[src/rtl/mem_port_arbiter.sv]
// Arbitrates the shared single-port RAM between fetch and data-memory requesters.
// Optional `ARB_STARVE_GUARD_EN` bounds data-grant runs so a waiting fetch is served.
module mem_port_arbiter #(
  parameter int ADDR_W     = 8,
  parameter int RD_LAT     = 2,
  parameter int MAX_DM_RUN = 4
) (
  input  logic              clk,
  input  logic              rst,
  input  logic              if_req,
  input  logic [ADDR_W-1:0] if_addr,
  output logic              if_gnt,
  output logic              if_rvalid,
  output logic [31:0]       if_rdata,
  input  logic              dm_req,
  input  logic              dm_we,
  input  logic [ADDR_W-1:0] dm_addr,
  input  logic [31:0]       dm_wdata,
  output logic              dm_gnt,
  output logic              dm_rvalid,
  output logic [31:0]       dm_rdata,
  output logic              mem_en,
  output logic              mem_we,
  output logic [ADDR_W-1:0] mem_addr,
  output logic [31:0]       mem_wdata,
  input  logic [31:0]       mem_rdata,
  output logic              stall_fetch,
  output logic              stall_mem
);

  localparam int CNT_W = $clog2(RD_LAT + 1);

  if (RD_LAT < 1 || MAX_DM_RUN < 1 || MAX_DM_RUN > 7) begin : g_bad_params
    $error("mem_port_arbiter: RD_LAT must be >= 1 and MAX_DM_RUN within 1..7");
  end

  typedef enum logic [1:0] {S_IDLE, S_ISSUE, S_WAIT} state_t;

  state_t             r_state;
  state_t             w_next;
  logic               r_owner_dm;
  logic [CNT_W-1:0]   r_cnt;
  logic               r_mem_en;
  logic               r_mem_we;
  logic [ADDR_W-1:0]  r_mem_addr;
  logic [31:0]        r_mem_wdata;
  logic               r_if_rvalid;
  logic               r_dm_rvalid;
  logic [31:0]        r_if_rdata;
  logic [31:0]        r_dm_rdata;
  logic               w_force_if;

`ifdef ARB_STARVE_GUARD_EN
  logic [2:0] r_dm_run;

  // Counts data grants taken while fetch is waiting; any fetch grant or idle fetch resets it.
  always_ff @(posedge clk) begin
    if (rst) begin
      r_dm_run <= '0;
    end else if (if_gnt || !if_req) begin
      r_dm_run <= '0;
    end else if (dm_gnt) begin
      r_dm_run <= r_dm_run + 3'd1;
    end
  end

  assign w_force_if = if_req && (r_dm_run == 3'(MAX_DM_RUN));
`else
  assign w_force_if = 1'b0;
`endif

  always_ff @(posedge clk) begin
    if (rst) begin
      r_state <= S_IDLE;
    end else begin
      r_state <= w_next;
    end
  end

  always_comb begin
    w_next = r_state;
    case (r_state)
      S_IDLE:  if (if_gnt || dm_gnt) w_next = S_ISSUE;
      S_ISSUE: w_next = r_mem_we ? S_IDLE : S_WAIT;
      S_WAIT:  if (r_cnt == CNT_W'(1)) w_next = S_IDLE;
      default: w_next = S_IDLE;
    endcase
  end

  always_comb begin
    if_gnt = 1'b0;
    dm_gnt = 1'b0;
    if (r_state == S_IDLE) begin
      if (if_req && (!dm_req || w_force_if)) begin
        if_gnt = 1'b1;
      end else if (dm_req) begin
        dm_gnt = 1'b1;
      end
    end
  end

  // RAM command registers double as the latched transaction; mem_en/mem_we last only the ISSUE cycle.
  always_ff @(posedge clk) begin
    if (rst) begin
      r_owner_dm  <= 1'b0;
      r_cnt       <= '0;
      r_mem_en    <= 1'b0;
      r_mem_we    <= 1'b0;
      r_mem_addr  <= '0;
      r_mem_wdata <= '0;
      r_if_rvalid <= 1'b0;
      r_dm_rvalid <= 1'b0;
      r_if_rdata  <= '0;
      r_dm_rdata  <= '0;
    end else begin
      r_mem_en    <= 1'b0;
      r_mem_we    <= 1'b0;
      r_if_rvalid <= 1'b0;
      r_dm_rvalid <= 1'b0;
      case (r_state)
        S_IDLE: begin
          if (if_gnt || dm_gnt) begin
            r_owner_dm <= dm_gnt;
            r_mem_en   <= 1'b1;
            r_mem_we   <= dm_gnt && dm_we;
            r_mem_addr <= dm_gnt ? dm_addr : if_addr;
            if (dm_gnt) r_mem_wdata <= dm_wdata;
          end
        end
        S_ISSUE: r_cnt <= CNT_W'(RD_LAT);
        S_WAIT: begin
          r_cnt <= r_cnt - CNT_W'(1);
          if (r_cnt == CNT_W'(1)) begin
            if (r_owner_dm) begin
              r_dm_rdata  <= mem_rdata;
              r_dm_rvalid <= 1'b1;
            end else begin
              r_if_rdata  <= mem_rdata;
              r_if_rvalid <= 1'b1;
            end
          end
        end
        default: ;
      endcase
    end
  end

  assign mem_en      = r_mem_en;
  assign mem_we      = r_mem_we;
  assign mem_addr    = r_mem_addr;
  assign mem_wdata   = r_mem_wdata;
  assign if_rvalid   = r_if_rvalid;
  assign dm_rvalid   = r_dm_rvalid;
  assign if_rdata    = r_if_rdata;
  assign dm_rdata    = r_dm_rdata;
  assign stall_fetch = if_req && !if_gnt;
  assign stall_mem   = dm_req && !dm_gnt;

endmodule

[config.mk]
export PLATFORM = sky130hd
export DESIGN_NAME = mem_port_arbiter
export DESIGN_NICKNAME = d
export VERILOG_FILES = /design/src/rtl/mem_port_arbiter.sv
export SDC_FILE = /design/constraint.sdc
export NUM_CORES = 1
export LEC_CHECK = 0
export CAP_MARGIN = 20
export CORE_UTILIZATION = 60
export DETAILED_ROUTE_END_ITERATION = 6
export DONT_BUFFER_PORTS = 1
export MAX_ROUTING_LAYER = met4
export PLACE_DENSITY = 0.76
export SLEW_MARGIN = 5
export SYNTH_ARGS = -nofsm -noshare
export SYNTH_HDL_FRONTEND = slang
export SYNTH_SLANG_ARGS = --single-unit
[constraint.sdc]
create_clock -name clk -period 2.2 [get_ports clk]
set_input_delay 0.33 -clock clk [delete_from_list [all_inputs] [get_ports clk]]
set_output_delay 0.33 -clock clk [all_outputs]
set_load 0.02 [all_outputs]
Word-level counts from Yosys, hierarchy flattened
Index checks and enable logic that the tools add are counted.
Storage, ports and cells
  register bits after elaboration: 113
  input bits: 85
  output and inout bits: 112
  logic and storage cells: 54
Operators by class
  $add $sub $neg: 1
  equality and inequality tests: 5
  muxes and demuxes: 14
  bitwise operators: 5
  reduce and logical (&&, ||, !) cells: 18
Operators by type and width (number)
  $reduce_and 3->1: 3
  $mux 1: 8
  $mux 8: 1
  $mux 2: 3
  $pmux 2 s3: 1
  $reduce_or 3->1: 2
  $not 1->1: 5
  $eq 2x1->1 const B: 2
  $logic_and 1x1->1: 4
  $pmux 2 s2: 1
  $reduce_and 2->1: 2
  $logic_not 1->1: 3
  $eq 2x2->1 const B: 1
  $logic_not 2->1: 1
  $ne 2x1->1 const B: 1
  $ne 2x2->1 const B: 1
  $reduce_bool 2->1: 1
  $reduce_or 2->1: 1
  $sub 2x1->2 const B: 1
  $logic_or 1x1->1: 1

Longest topological paths before layout
  depth after elaboration: 7
  depth in mapped cells: 7
  mapped depth without buffers: 6

Worst setup path after synthesis
No wires, ideal clock.
  path type: register -> output
  start point: register r_state[0]
  end point: output port stall_fetch
  data arrival time: 1.205 ns
  required time: 1.870 ns
  setup slack: 0.665 ns
  cell stages (with the launch flop): 6
  buffers on the path: 0
  path through: dfxtp_1 > inv_1 > ha_1 > nand2_1 > nor2_1 > nor2b_1
On the way
  cells in the longest elaborated chain, start to end: 4
Ends and longest elaborated chain
  start: declaration: RTL line 39  | state_t r_state;
  start signal: assignment: RTL line 76  | r_state <= w_next;
  $logic_not 2->1: RTL line 93  | if (r_state == S_IDLE) begin
  $mux 1: RTL line 93
  net if_gnt: RTL line 12  | output logic if_gnt,
  $logic_not 1->1: RTL line 156  | assign stall_fetch = if_req && !if_gnt;
  $logic_and 1x1->1: RTL line 156
  end: declaration: RTL line 27  | output logic stall_fetch,
The timed path passes the listed nets, and every way through them passes these cells.

Worst setup path after layout
  start point: register r_state[1]
  end point: register r_mem_wdata[5], in the netlist mem_wdata[5]
On the way
  cells in the longest elaborated chain, start to end: 4
  elaborated cells on any way between the ends: 5
  those cells by class: mux (2); reduce/logical (3)
Ends and longest elaborated chain
  $logic_not 2->1 *: RTL line 93, 120
  $mux 1: RTL line 93
  $logic_or 1x1->1: RTL line 122  | if (if_gnt || dm_gnt) begin
  $reduce_and 3->1 (no line) *
  end signal: assignment: RTL line 127  | if (dm_gnt) r_mem_wdata <= dm_wdata;
  end: declaration: RTL line 46  | logic [31:0] r_mem_wdata;
Every way passes the cells marked *; elsewhere a longest branch is shown, timed or not.
A chain may end at the register's enable or synchronous reset.

==> impl_metrics.yaml <==
setup_path:
  reg2reg_to: "mem_wdata[5]$_SDFFE_PP0P_"
  rr_worst_depth: 8
  cp.required_ns: 2.64
  endpoint_kind: "register"
  cp_max_fo: 33
  r2r_setup_slack_ns: 0.04
  path_class: "reg -> reg"
  crit_path_start: "r_state[1]$_SDFFE_PP0P_"
  worstPathArrival_ns: 2.60
  reg2reg_from: "r_state[1]$_SDFFE_PP0P_"
  startpoint_type: "register"
cells_and_area:
  area_delta_synth_final_pct: 36.7
  multi_input_area_mm2: 0.00162
  antenna_cells: 0
  post-route-cell-area_mm2: 0.00553
  final_nets: 672
  final_layout_size_suffix_gt1_frac: 0.0805
  fillers: 323
  fin_util: 0.862
  register_area_mm2: 0.00226
floorplanning:
  dieArea_mm2: 0.00708
  core-area_mm2: 0.00642
  dieHeight_um: 84.1
  die_w_um: 84.1
  start_util: 0.630
  num_rows: 29
  pin_count: 197
synthesis:
  synth_nets: 597
  ys_seq_elements: 113
  synthCells: 508
  synth-async-reset-ratio: 0
  synth.distinct_cells: 28
  yosys.area.top_type: "dfxtp_1"
  ys_seq_area_frac: 0.559
  synth_top_area_share: 0.559
  yosysWarnings: 0
  synth-edff-count: 0
  synth_area_leaders: "dfxtp_1, nand2_1, a21oi_1"
  yosysMostFrequentCell: "nand2_1"
  syn_area_per_cell_um2: 7.97
  syn_area_mm2: 0.00405
  synth_commonest_cells: "nand2_1, dfxtp_1, a21oi_1, buf_2"
  synth_flop_cell: "dfxtp_1"
pwr:
  p_sw_frac: 0.255
  p_total_mw: 5.76
  net-switching-power_mw: 1.47
  pwr-share-seq: 0.411
  comb_power_share: 0.109
  p_int_mw: 4.29
  peakVddDrop_uv: 799
  cellPowerDensity_mw_per_mm2: 1040
  power.clock.fraction: 0.480
  p_leak_nw: 2.08
detailed_routing:
  wl_um: 12500
  dr.pass1.iters: 7
  drc: 24
  wl_per_cell_um: 18.6
  vias: 3912
  ant_nets: 0
  drt-vias-per-instance: 5.81
  drt_iter0_drc: 294
global_route:
  grt_pass1_wl_um: 19100
  grt-ovfl-total: 0
  grt_max_degree: 104
  grt_use_total: 0.359
  antenna_found_initial: 0
  grt_pass1_vias: 3945
timing:
  period_share: 0.981
  fin_skew_ns: 0.00831
  finalHoldViolCount: 0
  max_freq_ghz: 0.463
  finalSetupTns_ns: 0
  worst_pin_slew_ns: 0.434
  rsz0062_at_grt: "true"
  fin_crit_ns: 2.16
  setup_violations: 0
  finalMaxSlewViolations: 0
  relSlewSlack: 0.711
  whs_ns: 0.0614
min_path:
  whs_path_depth: 2
  hold_path_end: "r_state[1]$_SDFFE_PP0P_"
  hold_start: "rst"
  worstHoldPathType: "in -> reg"
clock_tree:
  cts_tree: "done"
  clock_latency_ns: 0.49
  cts_root_buf: "clkbuf_8"
  cts_num_sinks: 113
  cts_buffers: 17
  post_cts.repair.setup_buffers: 0
  clockBufferDepth: 2
  cts_htree_levels: 4
  cts.clk_slew.worst_paths_ns: 0.06
placed_design:
  port_buffers: 0
  routabilityCongestion: 0.775
  place_area_mm2: 0.00403
  dp_hpwl_um: 6030
outcome:
  violations: "DRC"
  status: "complete, but fails checks"
flow_run:
  maxCapViolations: 0
==> power groups by stage <==
stage / clock [mW] / sequential [mW] / combinational, mW
2_1_floorplan: 0 / 2.37 / 0.352
3_3_place_gp: 0 / 2.39 / 0.344
3_5_place_dp: 0 / 2.39 / 0.364
4_1_cts: 2.77 / 2.35 / 0.546
5_1_grt: 2.88 / 2.37 / 0.672
6_report: 2.77 / 2.37 / 0.627
==> final cells by class <==
class                           instances  area share
Tap cell                               77      0.0174
Multi-Input combinational cell        354       0.292
Timing Repair Buffer                   93       0.171
Sequential cell                       113       0.409
Inverter                                4     0.00271
Clock buffer                           20      0.0787
Clock inverter                         12      0.0296
==> worst max-delay path: stages (launching register included) <==
cell,delay [ns]
dfxtp_1,0.33
inv_1,0.09
ha_1,0.31
nand2_2,0.14
inv_2,0.19
buf_6,0.28
nand2_1,0.09
a21oi_1,0.11
dlygate4sd3_1,0.55
==> cells in the final DEF, fill, tap and decap left out, drive strengths merged, types with 2 or more instances in the layout <==
cell type and count:
clkinv 8, a311oi 8, nor2b 4, dlygate4sd3 84, nand2 211, dfxtp 113
clkbuf 20, a21oi 99, nor2 15, inv 4, bufinv 4, buf 9
nand2b 2, ha 4
==> layer usage <==
metal / vias to the layer above / wire length (um) / share of wire / global-route usage
met5: - / 0 / 0 / -
met4: 0 / 378 / 0.030 / 0.158
met3: 51 / 1210 / 0.096 / 0.138
met2: 237 / 6520 / 0.52 / 0.637
met1: 1830 / 4390 / 0.35 / 0.346
li1: 1794 / - / - / -
==> cell families (layout without fill, tap and decap cells) <==
kind of cell / count (synthesis) / after routing / share of synthesized area
AND/OR/NAND/NOR: 238 / 238 / 0.230
flip-flops: 113 / 113 / 0.559
buffers and inverters: 41 / 129 / 0.0476
multiplexers: 2 / 2 / 0.00525
AO/OA/AOI/OAI: 110 / 110 / 0.146
adder cells (fa/ha/maj): 4 / 4 / 0.0124
==> flip-flops by register name, summed over array words and instances (netlist names) <==
name and flops:
dm_rvalid 1, if_rvalid 1, dm_rdata 32, r_cnt 2
r_state 2, mem_wdata 32, mem_en 1, r_owner_dm 1
if_rdata 32, mem_we 1, mem_addr 8
==> through the flow <==
stage / std cells / setup slack, ns
4_1_cts: 673 / 0.0270
6_report: 673 / 0.0409
3_3_place_gp: 556 / 0.599
2_1_floorplan: 508 / 0.665
3_5_place_dp: 556 / 0.521
5_1_grt: 673 / -0.0248
==> worst max path at each step <==
stage                                     end  slack [ns]
floorplan                         stall_fetch        0.67
global placement     mem_addr[0]$_SDFFE_PP0P_        0.60
detailed placement   mem_addr[0]$_SDFFE_PP0P_        0.52
CTS                               stall_fetch        0.03
global route        mem_wdata[5]$_SDFFE_PP0P_       -0.02
finish              mem_wdata[5]$_SDFFE_PP0P_        0.04
==> what timing repair did <==
item	CTS	global route
endpoints found under the setup margin	0	9
resized for setup	0	9
endpoints found under the hold margin	112	0
hold buffers	85	0
(Power assumes the default switching activity.)
